$ cat src/rtl/scd_pkg.sv
// scd_pkg: shared states, counter operations and constants for the SCD shift-count sequencer.
package scd_pkg;
  localparam int SC_W = 10;
  localparam int MAX_NORM = 36;
  localparam logic [2:0] DIAG_FUNC = 3'b101;
  typedef enum logic [1:0] {IDLE = 2'd0, LOAD = 2'd1, STEP = 2'd2, DONE = 2'd3} state_e;
  typedef enum logic [1:0] {SC_HOLD, SC_LOAD, SC_INC, SC_DEC} sc_op_e;
endpackage

$ cat src/rtl/scd_sc_counter.sv
// scd_sc_counter: SC register with load/increment/decrement/hold and its sign and zero flags.
module scd_sc_counter import scd_pkg::*; (
  input  logic            clk,
  input  logic            reset_n,
  input  sc_op_e          op_i,
  input  logic [0:SC_W-1] load_i,
  output logic [0:SC_W-1] sc_o,
  output logic            sign_o,
  output logic            eq0_o
);
  logic [0:SC_W-1] sc_d, sc_q;
  always_comb sc_d = op_i == SC_LOAD ? load_i :
                     op_i == SC_INC  ? sc_q + SC_W'(1) :
                     op_i == SC_DEC  ? sc_q - SC_W'(1) : sc_q;
  always_ff @(posedge clk)
    if (!reset_n) sc_q <= '0;
    else sc_q <= sc_d;
  assign sc_o   = sc_q;
  assign sign_o = sc_q[0];
  assign eq0_o  = sc_q == '0;
endmodule

$ cat src/rtl/scd_shift_seq.sv
// scd_shift_seq: sequences counted AR shifts and normalize loops on the SC counter.
// Optional EBUS diagnostic readback is enabled by defining SCD_SEQ_DIAG_EN.
module scd_shift_seq import scd_pkg::*; (
  input  logic            clk,
  input  logic            reset_n,
`ifdef SCD_SEQ_DIAG_EN
  input  logic [4:6]      DIAG,
  input  logic            DIAG_READ_FUNC_13X,
  output logic            drivingEBUS,
  output logic [0:35]     ebusOut,
`endif
  input  logic            start,
  input  logic            mode,
  input  logic [0:SC_W-1] count,
  input  logic            ar_norm,
  input  logic            abort,
  output logic            busy,
  output logic            step,
  output logic            step_right,
  output logic            done,
  output logic            norm_fail,
  output logic [0:SC_W-1] SC,
  output logic            SCsign,
  output logic            SCeq0
);
  state_e          state_q;
  logic            mode_q, right_q, nf_q;
  sc_op_e          sc_op;
  logic [0:SC_W-1] sc_load;
  logic            sc_last, sc_max;
  // sc_last: the step about to be taken brings a counted shift to zero
  always_comb begin
    sc_max  = SC == SC_W'(MAX_NORM);
    sc_last = right_q ? &SC : SC == SC_W'(1);
    step    = state_q == STEP && !abort && (!mode_q || (!ar_norm && !sc_max));
    sc_load = mode ? '0 : count;
    sc_op   = SC_HOLD;
    if (state_q == IDLE && start && !abort) sc_op = SC_LOAD;
    else if (step && (mode_q || right_q)) sc_op = SC_INC;
    else if (step) sc_op = SC_DEC;
  end
  always_ff @(posedge clk)
    if (!reset_n) begin
      state_q <= IDLE;
      mode_q  <= 1'b0;
      right_q <= 1'b0;
      nf_q    <= 1'b0;
    end else begin
      nf_q <= 1'b0;
      case (state_q)
        IDLE: if (start && !abort) begin
          state_q <= LOAD;
          mode_q  <= mode;
        end
        LOAD: if (abort) state_q <= IDLE;
        else begin
          right_q <= !mode_q && SC[0];
          if (!mode_q && SCeq0) state_q <= DONE;
          else state_q <= STEP;
        end
        STEP: if (abort) state_q <= IDLE;
        else if (mode_q) begin
          if (ar_norm || sc_max) begin
            state_q <= DONE;
            nf_q    <= !ar_norm;
          end
        end else if (sc_last) state_q <= DONE;
        default: state_q <= IDLE;
      endcase
    end
  assign busy       = state_q == LOAD || state_q == STEP;
  assign done       = state_q == DONE;
  assign norm_fail  = nf_q;
  assign step_right = right_q;
  scd_sc_counter u_sc (
    .clk    (clk),
    .reset_n(reset_n),
    .op_i   (sc_op),
    .load_i (sc_load),
    .sc_o   (SC),
    .sign_o (SCsign),
    .eq0_o  (SCeq0)
  );
`ifdef SCD_SEQ_DIAG_EN
  assign drivingEBUS = DIAG_READ_FUNC_13X && DIAG == DIAG_FUNC;
  assign ebusOut = drivingEBUS ? {1'b0, state_q, mode_q, right_q, {(31-SC_W){1'b0}}, SC} : '0;
`endif
endmodule

$ cat config.mk
export PLATFORM = sky130hd
export DESIGN_NAME = scd_shift_seq
export DESIGN_NICKNAME = d
export VERILOG_FILES = /design/src/rtl/scd_pkg.sv /design/src/rtl/scd_sc_counter.sv /design/src/rtl/scd_shift_seq.sv
export SDC_FILE = /design/constraint.sdc
export NUM_CORES = 1
export LEC_CHECK = 0
export CORE_ASPECT_RATIO = 2
export CORE_MARGIN = 8
export CORE_UTILIZATION = 35
export DETAILED_ROUTE_END_ITERATION = 16
export REMOVE_ABC_BUFFERS = 1
export SYNTH_ARGS = -nofsm -noshare
export SYNTH_HDL_FRONTEND = slang
export SYNTH_SLANG_ARGS = --single-unit
$ cat constraint.sdc
create_clock -name clk -period 4.33 [get_ports clk]
set_input_delay 0.866 -clock clk [delete_from_list [all_inputs] [get_ports clk]]
set_output_delay 0.866 -clock clk [all_outputs]
set_load 0.01 [all_outputs]
=== Word level (Yosys, flattened, before mapping) ===
Cells that the tools add are included.

* $add $sub $neg: 2
* $lt $le $gt $ge: 0
* Div/mod/pow operators: 0
* Multiplexer cells: 16
* Bitwise logic cells: 5
* Equal/unequal tests: 11
* Shifts and indexed selects: 0
* Multiply operators: 0
* Reduce and logical (&&, ||, !) cells: 25

{| class="wikitable"
|+ Operator list
! kind !! number
|-
| 10-bit 2-to-1 mux || 4
|-
| 2-bit 2-to-1 mux || 9
|-
| 10-bit by 1-bit adder with 10-bit output (second input constant) || 1
|-
| 10-bit by 1-bit == test with 1-bit output (second input constant) || 1
|-
| 10-bit by 6-bit == test with 1-bit output (second input constant) || 1
|-
| 10-bit logical NOT || 1
|-
| 10-bit AND reduction || 1
|-
| 10-bit by 1-bit subtractor with 10-bit output (second input constant) || 1
|-
| 1-bit logical AND || 9
|-
| 2-bit == test (second input constant) || 4
|-
| 4-bit inequality test (second input constant) || 2
|-
| 2-bit one-hot mux with 3 select lines || 1
|-
| 1-bit NOT || 5
|-
| 5-bit OR reduction || 1
|-
| 2-bit by 1-bit == test with 1-bit output (second input constant) || 2
|-
| 1-bit logical NOT || 4
|-
| 1-bit logical OR || 4
|-
| 2-bit AND reduction || 2
|-
| 3-bit AND reduction || 1
|-
| 3-bit nonzero test || 1
|-
| 2-bit logical NOT || 1
|-
| 1-bit 2-to-1 mux || 2
|-
| 2-bit by 1-bit inequality test with 1-bit output (second input constant) || 1
|}

* Memories: 0
* RAM bits: 0
* Bits in read-only memories: 0
* Bits of input ports: 16
* Logic and storage cells: 64
* Latch bits: 0
* Flip-flop bits (word level): 15
* Output and inout port bits: 17

=== Longest topological paths before layout ===
Gate-level depths: netlist (run 1).

* Word-level depth: 12
* Gate-level depth with buffers: 9
* Depth with buffers taken out: 7

=== By module ===
From an unflattened synthesis (run 1), not the netlist that was laid out.

* Cell total of the unflattened synthesis: 175
* Area total of the unflattened synthesis: 1413.9 um2

{| class="wikitable"
|+ Modules (own cells, without submodules)
! module !! cells an instance !! area each (um2) !! sequential area each (um2) !! instances
|-
| scd_sc_counter || 112 || 905.9 || 200.2 || 1
|-
| scd_shift_seq || 63 || 508.0 || 100.1 || 1
|}

=== Worst setup path before layout (run 1) ===
OpenSTA, ideal clock, no wires.

* Path type: input -> output
* Start: in abort
* End: out step
* Path buffers: 1
* Cell stages on the path: 4
* Setup slack: 1.884 ns
* Required time: 3.464 ns
* Arrival: 1.580 ns
* Cells stage by stage: nand2b_1 > a21oi_2 > and2_1 > buf_6

* Cells in the longest elaborated chain, start to end: 3

{| class="wikitable"
|+ RTL lines
! what !! line !! RTL
|-
| start: declaration || scd_shift_seq.sv:16 || <nowiki>input logic abort,</nowiki>
|-
| 1-bit logical NOT || scd_shift_seq.sv:35 || <nowiki>step = state_q == STEP && !abort && (!mode_q || (!ar_norm && !sc_max));</nowiki>
|-
| 1-bit logical AND (2 in a row) || scd_shift_seq.sv:35 ||
|-
| end: declaration || scd_shift_seq.sv:18 || <nowiki>output logic step,</nowiki>
|}

Every way passes these cells.

=== Worst setup path after layout (run 1) ===
Same ends and word-level chain as after synthesis.

==> results of run 1 <==
placed cells by master, fill, tap and decap left out, drive strengths merged, types with 3 or more instances in the layout:
cell type	n
a2111oi	5
a211oi	4
a21o	5
a21oi	11
and3	4
clkbuf	4
clkdlybuf4s50	32
dfxtp	15
ha	8
inv	10
nand2	13
nand2b	3
nand3	10
nand4	8
nor2	4
nor3	11
nor4	4
o211ai	3
o21ai	5
o311ai	4
final timing paths:
path / from / endpoint / slack (ns) / depth (start not counted)
setup / recovery: abort / step / 0.67 / 5
hold / removal: state_q[1] / state_q[1] / 0.52 / 2
setup reg to reg: state_q[0] / u_sc.sc_o[1] / 2.11 / 8
hold reg to reg: state_q[1] / state_q[1] / 0.52 / 2
power groups by stage:
stage | logic [W] | registers (W) | clock network, W
floorplan | 0.000205 | 0.000202 | 0
global placement | 0.000334 | 0.000203 | 0
detailed placement | 0.000342 | 0.000204 | 0
CTS | 0.000344 | 0.000201 | 0.000124
global route | 0.000372 | 0.000207 | 0.000128
finish | 0.000343 | 0.000202 | 0.000120
cells by family after synthesis:
family / after synthesis
mux: 2
fa+ha+maj: 8
xor+xnor: 4
flops: 15
simple gates: 74
buf+inv: 23
compound gates: 45
state kept, by name, indices dropped and copies added, names as in the netlist:
register    count
u_sc.sc_o      10
mode_q          1
norm_fail       1
step_right      1
state_q         2
through the flow:
step	total power, W	area (um^2)
floorplan	0.000407	1310
global placement	0.000537	1710
detailed placement	0.000547	1710
CTS	0.000669	1750
global route	0.000707	1750
finish	0.000665	1750
critical path, stage by stage:
cell	delay, ns
clkdlybuf4s50_1	0.53
nand2b_1	0.23
a21oi_2	0.39
and2_1	0.22
clkdlybuf4s50_1	0.55
routing by layer:
metal  track usage  up-vias  wire length, um  part of all wire
li1              -      709                -                 -
met1         0.148      730             1680              0.37
met2         0.269       61             2500              0.55
met3        0.0244       17              187             0.041
met4        0.0605        0              161             0.036
met5             0        -                0                 0
area by class of cell:
| cell class | instances | area [um^2] | area share |
|---|---|---|---|
| multi-input cells | 133 | 967 | 0.552 |
| well taps | 51 | 63.8 | 0.0364 |
| inverters | 11 | 41.3 | 0.0236 |
| clock buffers | 4 | 45.0 | 0.0257 |
| flip-flops and latches | 15 | 300 | 0.171 |
| repair buffers | 34 | 335 | 0.191 |
==> flow_summary_export.csv, run 1 <==
group,metric,value,unit
logic_synthesis,post-synth-top-count-cell,"dfxtp_1",
clock_tree,cts_buffers,3,
clock_tree,post-cts-setup-buffer-count,0,
drt,route.vias.total,1517,
clock_tree,cts_max_level,1,
logic_synthesis,synth_commonest_cells,"15 x dfxtp_1, 13 x nand2_1",
pwr,p_comb_frac,0.516,
place,dp.cells,244,
logic_synthesis,synth_top_area_frac,0.212,
pwr,switching_share,0.414,
global_route,grt_max_degree,18,
finish,fin_util,0.451,
worst_setup_path,cp.arrival,2.79,ns
logic_synthesis,synth_area_leaders,"dfxtp_1 21%, ha_1 7.1%, buf_6 4.0%, a21oi_1 3.5%, nand3_1 3.5%",
global_route,grt_pass1_vias,1522,
sta,slew_violations,0,
logic_synthesis,yosys.area_share.simple,0.332,
clock_tree,cts_sinks,15,
finish,num-fill-cells,418,
pwr,internal_power,0.000390,W
sta,min_period_over_period,0.844,
pwr,p_per_area,379,mW/mm^2
logic_synthesis,synthXorXnorAreaFrac,0.0248,
pwr,p_sw,0.000275,W
hold_path,hold_class,"flip-flop to flip-flop",
sta,fin_hold_ws,0.517,ns
floorplanning,dieArea,0.00645,mm^2
finish,diodes,0,
worst_setup_path,end_kind,"primary output",
drt,drc,0,
drt,wl,4530,um
sta,hold_viol,0,
worst_setup_path,cp_max_fo,10,
sta,period_minus_slack,3.66,ns
finish,instances_no_fill,248,
logic_synthesis,synth_adder_area_share,0.0708,
clock_tree,hold_buffers,0,
clock_tree,cts_resized,0,
logic_synthesis,synth-seq-cells,15,
logic_synthesis,synth_top_area_cell,"dfxtp_1",
worst_setup_path,worstPathRequired,3.46,ns
sta,tns,0,ns
global_route,grt_pass1_wl,7360,um
drt,avgRoutedWirePerCell,18.3,um
logic_synthesis,synth_edf_count,0,
place,post-dp-hpwl,3470,um
pwr,clkPwrFrac,0.180,
job,maxCapViolCount,0,
drt,firstDrtPassIters,4,
global_route,grt-ovfl-total,0,
floorplanning,initial_core_util,0.364,
logic_synthesis,synthMuxAreaShare,0.0142,
clock_tree,cts_tree,"done",
finish,finalNetCount,222,
drt,via_per_inst,6.12,
sta,fin_skew,0.00536,ns
logic_synthesis,syn_area,0.00141,mm^2
sta,timing.fmax,274,MHz
worst_setup_path,start_kind,"primary input",
floorplanning,die_x,60.9,um
global_route,antenna_found_initial,0,
finish,area_delta_synth_final,24.0,%
floorplanning,std_cell_rows,32,
logic_synthesis,synth_cells,171,
pwr,vdd_drop_max,0.291,mV
floorplanning,core-area,0.00388,mm^2
clock_tree,clockRootBuffer,"clkbuf_8",
logic_synthesis,yosysUniqueCellTypes,56,
logic_synthesis,synth_compound_area_frac,0.242,
sta,relSlewSlack,0.587,
finish,layout-drive-gt1-share,0.0812,
place,gp_congestion,0.829,
logic_synthesis,ys.flop_type,"dfxtp_1",
sta,fin_ws,0.674,ns
place,pre_cts_ws,0.654,ns
global_route,grt_usage,0.145,
status,outcome,"complete, no violations",
clock_tree,clk_path_buf_depth,2,
worst_setup_path,path_class,"primary input to primary output",
clock_tree,clk_pin_slew,0.06,ns
sta,worst-slew-pin-transition,0.613,ns
sta,setup_viol,0,
logic_synthesis,yosysWarnings,0,
floorplanning,ios,33,
pwr,seqPwrFrac,0.304,
pwr,p_leak,0.611,nW
drt,drtIter0Drc,65,
logic_synthesis,seq_area_frac_synth,0.212,
sta,rsz0062_at_grt,"false",
logic_synthesis,async_flop_share,0,
floorplanning,die_y,106,um
clock_tree,clkLatencyLatePin,0.25,ns
drt,ant_nets,0,
logic_synthesis,syn_avg_cell_area,8.27,um^2
place,numPortBuffers,32,
logic_synthesis,synth_top_family_by_area,"simple AND/OR/NAND/NOR gates",
(Power assumes the default switching activity.)
==> inputs of run 2 (changes only) <==
==> constraint.sdc (replaced) <==
create_clock -name clk -period 2.9 [get_ports clk]
set_input_delay 0.58 -clock clk [delete_from_list [all_inputs] [get_ports clk]]
set_output_delay 0.58 -clock clk [all_outputs]
set_load 0.01 [all_outputs]
==> run 2 against run 1 <==
Effect of this change: die area unchanged; critical path depth unchanged; cell area up 2.2%; combinational power up 51%; global-route usage up 0.41 points; sequential power up 49%; first-iteration DRC count down 6.2%; setup slack worse by 0.37 ns; worst hold slack worse by 0.0051 ns; largest cell class unchanged.
==> flow_summary_export.csv, run 2 (synthesized netlist as in run 1, its figures left out) <==
group,metric,value,unit
place,post-dp-hpwl,3490,um
sta,rsz0062_at_grt,"false",
floorplanning,initial_core_util,0.364,
global_route,grt_util_met2,0.274,
floorplanning,ios,33,
finish,finalNetCount,227,
floorplanning,die_y,106,um
worst_setup_path,critical-path-max-stage-delay,0.55,ns
hold_path,hold_start,"state_q[1]",
job,maxCapViolCount,0,
finish,final_cell_area,0.00179,mm^2
sta,period_minus_slack,2.59,ns
sta,timing.fmax,385,MHz
finish,largest_register_ffs,10,
sta,fin_skew,0.00402,ns
sta,tns,0,ns
global_route,grt_usage,0.149,
worst_setup_path,cp.arrival,2.01,ns
clock_tree,clkLatencyLatePin,0.26,ns
clock_tree,clk_path_buf_depth,2,
worst_setup_path,start_kind,"primary input",
worst_setup_path,cpMaxStageDelayCell,"clkdlybuf4s50_1",
worst_setup_path,cp_max_fo,2,
sta,hold_viol,0,
clock_tree,hold_buffers,0,
pwr,vdd_drop_max,0.284,mV
pwr,p_leak,0.638,nW
clock_tree,cts_resized,0,
floorplanning,die_x,60.9,um
finish,area_delta_synth_final,26.7,%
global_route,grt_pass1_vias,1569,
drt,route.vias.total,1491,
place,gp_congestion,0.914,
sta,slew_violations,0,
finish,most-common-layout-cells,"32 x clkdlybuf4s50_1, 15 x dfxtp_1, 13 x nand2_1",
worst_setup_path,crit_buf_inv,2,
drt,drtIter0Drc,61,
clock_tree,post-cts-setup-buffer-count,0,
worst_setup_path,r2r-start,"state_q[0]",
worst_setup_path,path_class,"primary input to primary output",
drt,drc,0,
sta,fin_ws,0.305,ns
place,numPortBuffers,32,
floorplanning,dieArea,0.00645,mm^2
global_route,met1_usage,0.144,
global_route,antenna_found_initial,0,
finish,layout-drive-gt1-share,0.109,
sta,relSlewSlack,0.625,
clock_tree,cts_tree,"done",
clock_tree,cts_sinks,15,
finish,diodes,0,
global_route,use_met3,0.0280,
worst_setup_path,worstPathRequired,2.32,ns
clock_tree,cts_buffers,3,
drt,ant_nets,0,
drt,avgRoutedWirePerCell,17.9,um
drt,firstDrtPassIters,4,
floorplanning,core-area,0.00388,mm^2
global_route,grt-ovfl-total,0,
drt,wl,4520,um
worst_setup_path,end_kind,"primary output",
place,pre_cts_ws,0.293,ns
sta,min_period_over_period,0.895,
place,placed_cell_area,0.00175,mm^2
worst_setup_path,crit_family,"buffers and inverters",
sta,setup_viol,0,
worst_setup_path,crit_top_cell,"clkdlybuf4s50_1",
worst_setup_path,crit_path_start,"abort",
global_route,grt_max_degree,15,
drt,via_per_inst,5.89,
finish,final_common_cell,"clkdlybuf4s50_1",
global_route,grt_busiest_layer,"met2",
finish,num-fill-cells,430,
sta,worst-slew-pin-transition,0.562,ns
finish,fin_util,0.461,
status,outcome,"complete, no violations",
pwr,p_per_area,557,mW/mm^2
clock_tree,clk_pin_slew,0.07,ns
floorplanning,std_cell_rows,32,
clock_tree,clockRootBuffer,"clkbuf_8",
worst_setup_path,worstPathCellList,"clkdlybuf4s50_1, nand2b_1, a21oi_2, and2_1, clkdlybuf4s50_1",
hold_path,hold_class,"flip-flop to flip-flop",
clock_tree,cts_max_level,1,
global_route,grt_pass1_wl,7440,um
[run 2: cell count changes in the layout (fill, tap and decap cells not counted)]
cell | previous run | this run
clkbuf_1 | 1 | 0
buf_4 | 2 | 7
clkinv_2 | 0 | 1
[run 2: through the flow]
stage                     cells  total power [W]  hold WS (ns)
after global placement      249         0.000815         0.486
final                       253         0.000999         0.512
after CTS                   253          0.00101         0.516
after detailed placement    249         0.000823         0.499
after floorplan             159         0.000608         0.468
after global routing        253          0.00106         0.549
[run 2: power by group]
part,leakage (nW),internal [W],total [W],switching (W)
clock network,0.0255,0.0000955,0.000181,0.0000850
logic,0.490,0.000257,0.000517,0.000260
registers,0.122,0.000237,0.000301,0.0000645
total,0.638,0.000589,0.000999,0.000410
[run 2: worst paths after layout]
check                 endpoint  slack, ns  depth (start not counted)
setup reg to reg  u_sc.sc_o[2]       0.84                          7
hold reg to reg     state_q[1]       0.51                          2
setup / recovery          step       0.31                          5
hold / removal      state_q[1]       0.51                          2
[run 2: layer usage]
metal  share of wire  wire length, um  vias to the layer above
met5               0                0                        -
met4           0.035              157                        0
met3           0.050              226                       13
met2            0.55             2500                       51
met1            0.36             1640                      707
li1                -                -                      720
[run 2: worst register-to-register path: stages (launching register included)]
cell	delay, ns
dfxtp_1	0.38
inv_1	0.08
ha_1	0.26
nand3b_1	0.23
and4_4	0.30
a2111oi_2	0.09
a2111oi_0	0.52
nor3_2	0.06
[run 2: final cells by class]
type                       count  area, um^2  share of cell area
sequential                    15         300               0.168
tap                           51        63.8              0.0356
clock buffer                   3        41.3              0.0230
timing repair buffer          39         373               0.208
inverter                      11        41.3              0.0230
multi-input combinational    133         967               0.540
clock inverter                 1        5.00             0.00279
==> inputs of run 3 (changes only) <==
--- a/config.mk
+++ b/config.mk
@@ -6,10 +6,8 @@
 export NUM_CORES = 1
 export LEC_CHECK = 0
 export CORE_ASPECT_RATIO = 2
-export CORE_MARGIN = 8
 export CORE_UTILIZATION = 35
 export DETAILED_ROUTE_END_ITERATION = 16
-export REMOVE_ABC_BUFFERS = 1
 export SYNTH_ARGS = -nofsm -noshare
 export SYNTH_HDL_FRONTEND = slang
 export SYNTH_SLANG_ARGS = --single-unit
==> run 3 against run 2 <==
Effect of this change: non-clock buffer count did not move; flip-flop and latch count stayed put; core utilization grew 0.45 points.
==> flow_summary_export.csv, run 3 (synthesized netlist as in run 1, its figures left out) <==
group,metric,value,unit
status,outcome,"complete, no violations",
finish,area_delta_synth_final,26.6,%
sta,min_period_over_period,0.949,
global_route,grt_pass1_wl,6840,um
worst_setup_path,cpMaxStageDelayCell,"clkdlybuf4s50_1",
hold_path,hold_start,"state_q[1]",
clock_tree,cts_max_level,1,
worst_setup_path,r2r-end,"state_q[0]",
pwr,p_per_area,563,mW/mm^2
hold_path,hold_path_end,"state_q[1]",
sta,slew_violations,0,
global_route,met1_usage,0.239,
place,post-dp-hpwl,3210,um
place,dp.cells,249,
sta,hold_viol,0,
pwr,vdd_drop_max,0.242,mV
clock_tree,cts_buffers,3,
drt,firstDrtPassIters,4,
clock_tree,cts_sinks,15,
global_route,use_met3,0.0335,
sta,tns,0,ns
clock_tree,clkLatencyLatePin,0.26,ns
drt,via_per_inst,5.84,
sta,timing.fmax,363,MHz
sta,fin_hold_ws,0.503,ns
global_route,grt_max_degree,15,
drt,drtIter0Drc,61,
clock_tree,clk_path_buf_depth,2,
finish,instances_no_fill,253,
global_route,grt_util_met2,0.355,
worst_setup_path,r2r_cells,6,
worst_setup_path,start_kind,"flip-flop",
place,gp_congestion,0.922,
pwr,p_leak,0.636,nW
drt,wl,4250,um
job,maxCapViolCount,0,
place,numPortBuffers,32,
worst_setup_path,cp_max_fo,14,
finish,finalNetCount,227,
clock_tree,post-cts-setup-buffer-count,0,
global_route,antenna_found_initial,0,
hold_path,whs_path_depth,2,
finish,final_cell_area,0.00179,mm^2
drt,drc,0,
global_route,grt_busiest_layer,"met2",
clock_tree,clk_pin_slew,0.07,ns
worst_setup_path,worstPathRequired,2.32,ns
floorplanning,ios,33,
worst_setup_path,rrSetupSlack,0.74,ns
drt,ant_nets,0,
global_route,grt_pass1_vias,1454,
sta,period_minus_slack,2.75,ns
place,pre_cts_ws,0.295,ns
sta,fin_ws,0.148,ns
clock_tree,cts_tree,"done",
worst_setup_path,worstPathCellList,"nor4_4, nand4_4, and2_1, clkdlybuf4s50_1",
floorplanning,dieArea,0.00431,mm^2
floorplanning,std_cell_rows,32,
sta,relSlewSlack,0.629,
finish,final_common_cell,"clkdlybuf4s50_1",
floorplanning,die_y,91.9,um
finish,most-common-layout-cells,"32 x clkdlybuf4s50_1, 15 x dfxtp_1, 13 x nand2_1",
floorplanning,die_x,46.9,um
sta,worst-slew-pin-transition,0.557,ns
worst_setup_path,path_class,"flip-flop to primary output",
finish,diodes,0,
place,placed_cell_area,0.00175,mm^2
worst_setup_path,end_kind,"primary output",
sta,fin_skew,0.00443,ns
worst_setup_path,cp.arrival,2.17,ns
floorplanning,initial_core_util,0.368,
clock_tree,hold_buffers,0,
drt,route.vias.total,1478,
floorplanning,core-area,0.00384,mm^2
global_route,grt-ovfl-total,0,
drt,avgRoutedWirePerCell,16.8,um
hold_path,hold_class,"flip-flop to flip-flop",
clock_tree,cts_resized,0,
sta,setup_viol,0,
sta,rsz0062_at_grt,"false",
clock_tree,clockRootBuffer,"clkbuf_8",
logic_synthesis,synth_nets,195,
global_route,grt_usage,0.217,
finish,layout-drive-gt1-share,0.104,
worst_setup_path,r2r-start,"u_sc.sc_o[3]",
finish,largest_register_ffs,10,
worst_setup_path,critical-path-max-stage-delay,0.48,ns
run 3: cell count changes in the layout (fill, tap and decap cells not counted), sizes merged:
cell / previous run / this run
clkinv: 2 / 1
clkbuf: 3 / 4
run 3: worst max-delay path by stage:
| stage | start | endpoint | slack [ns] | cells past startpoint |
|---|---|---|---|---|
| floorplan | abort | u_sc.sc_o[2] | 1.02 | 5 |
| global placement | abort | step | 0.30 | 5 |
| detailed placement | abort | u_sc.sc_o[2] | 0.30 | 7 |
| CTS | u_sc.sc_o[3] | step | 0.19 | 4 |
| global route | u_sc.sc_o[3] | step | 0.08 | 4 |
| finish | u_sc.sc_o[3] | step | 0.15 | 4 |
run 3: stage by stage:
step                      power, W   util
after CTS                  0.00101  0.466
final                      0.00101  0.466
after global placement    0.000820  0.454
after global routing       0.00108  0.466
after detailed placement  0.000826  0.454
after floorplan           0.000638      -
run 3: final cells by class:
class                      count  area (um^2)
tap                           51         63.8
sequential                    15          300
fill                         425         2050
clock buffer                   4         45.0
multi-input combinational    133          967
timing repair buffer          39          373
inverter                      11         41.3
run 3: power by group:
part,leakage (nW),internal [W],switching (W)
Sequential,0.122,0.000237,0.0000596
Clock,0.0228,0.0000978,0.0000840
Combinational,0.491,0.000260,0.000269
Total,0.636,0.000595,0.000413
run 3: worst max-delay path, delay by kind of cell (launching register included):
kind	cells	cell delay [ns]
buf+inv	1	0.48
flops	1	0.42
simple gates	3	1.01
run 3: layer usage:
layer | vias to the layer above | wire, um
li1 | 719 | -
met1 | 687 | 1630
met2 | 55 | 2230
met3 | 17 | 191
met4 | 0 | 199
met5 | - | 0
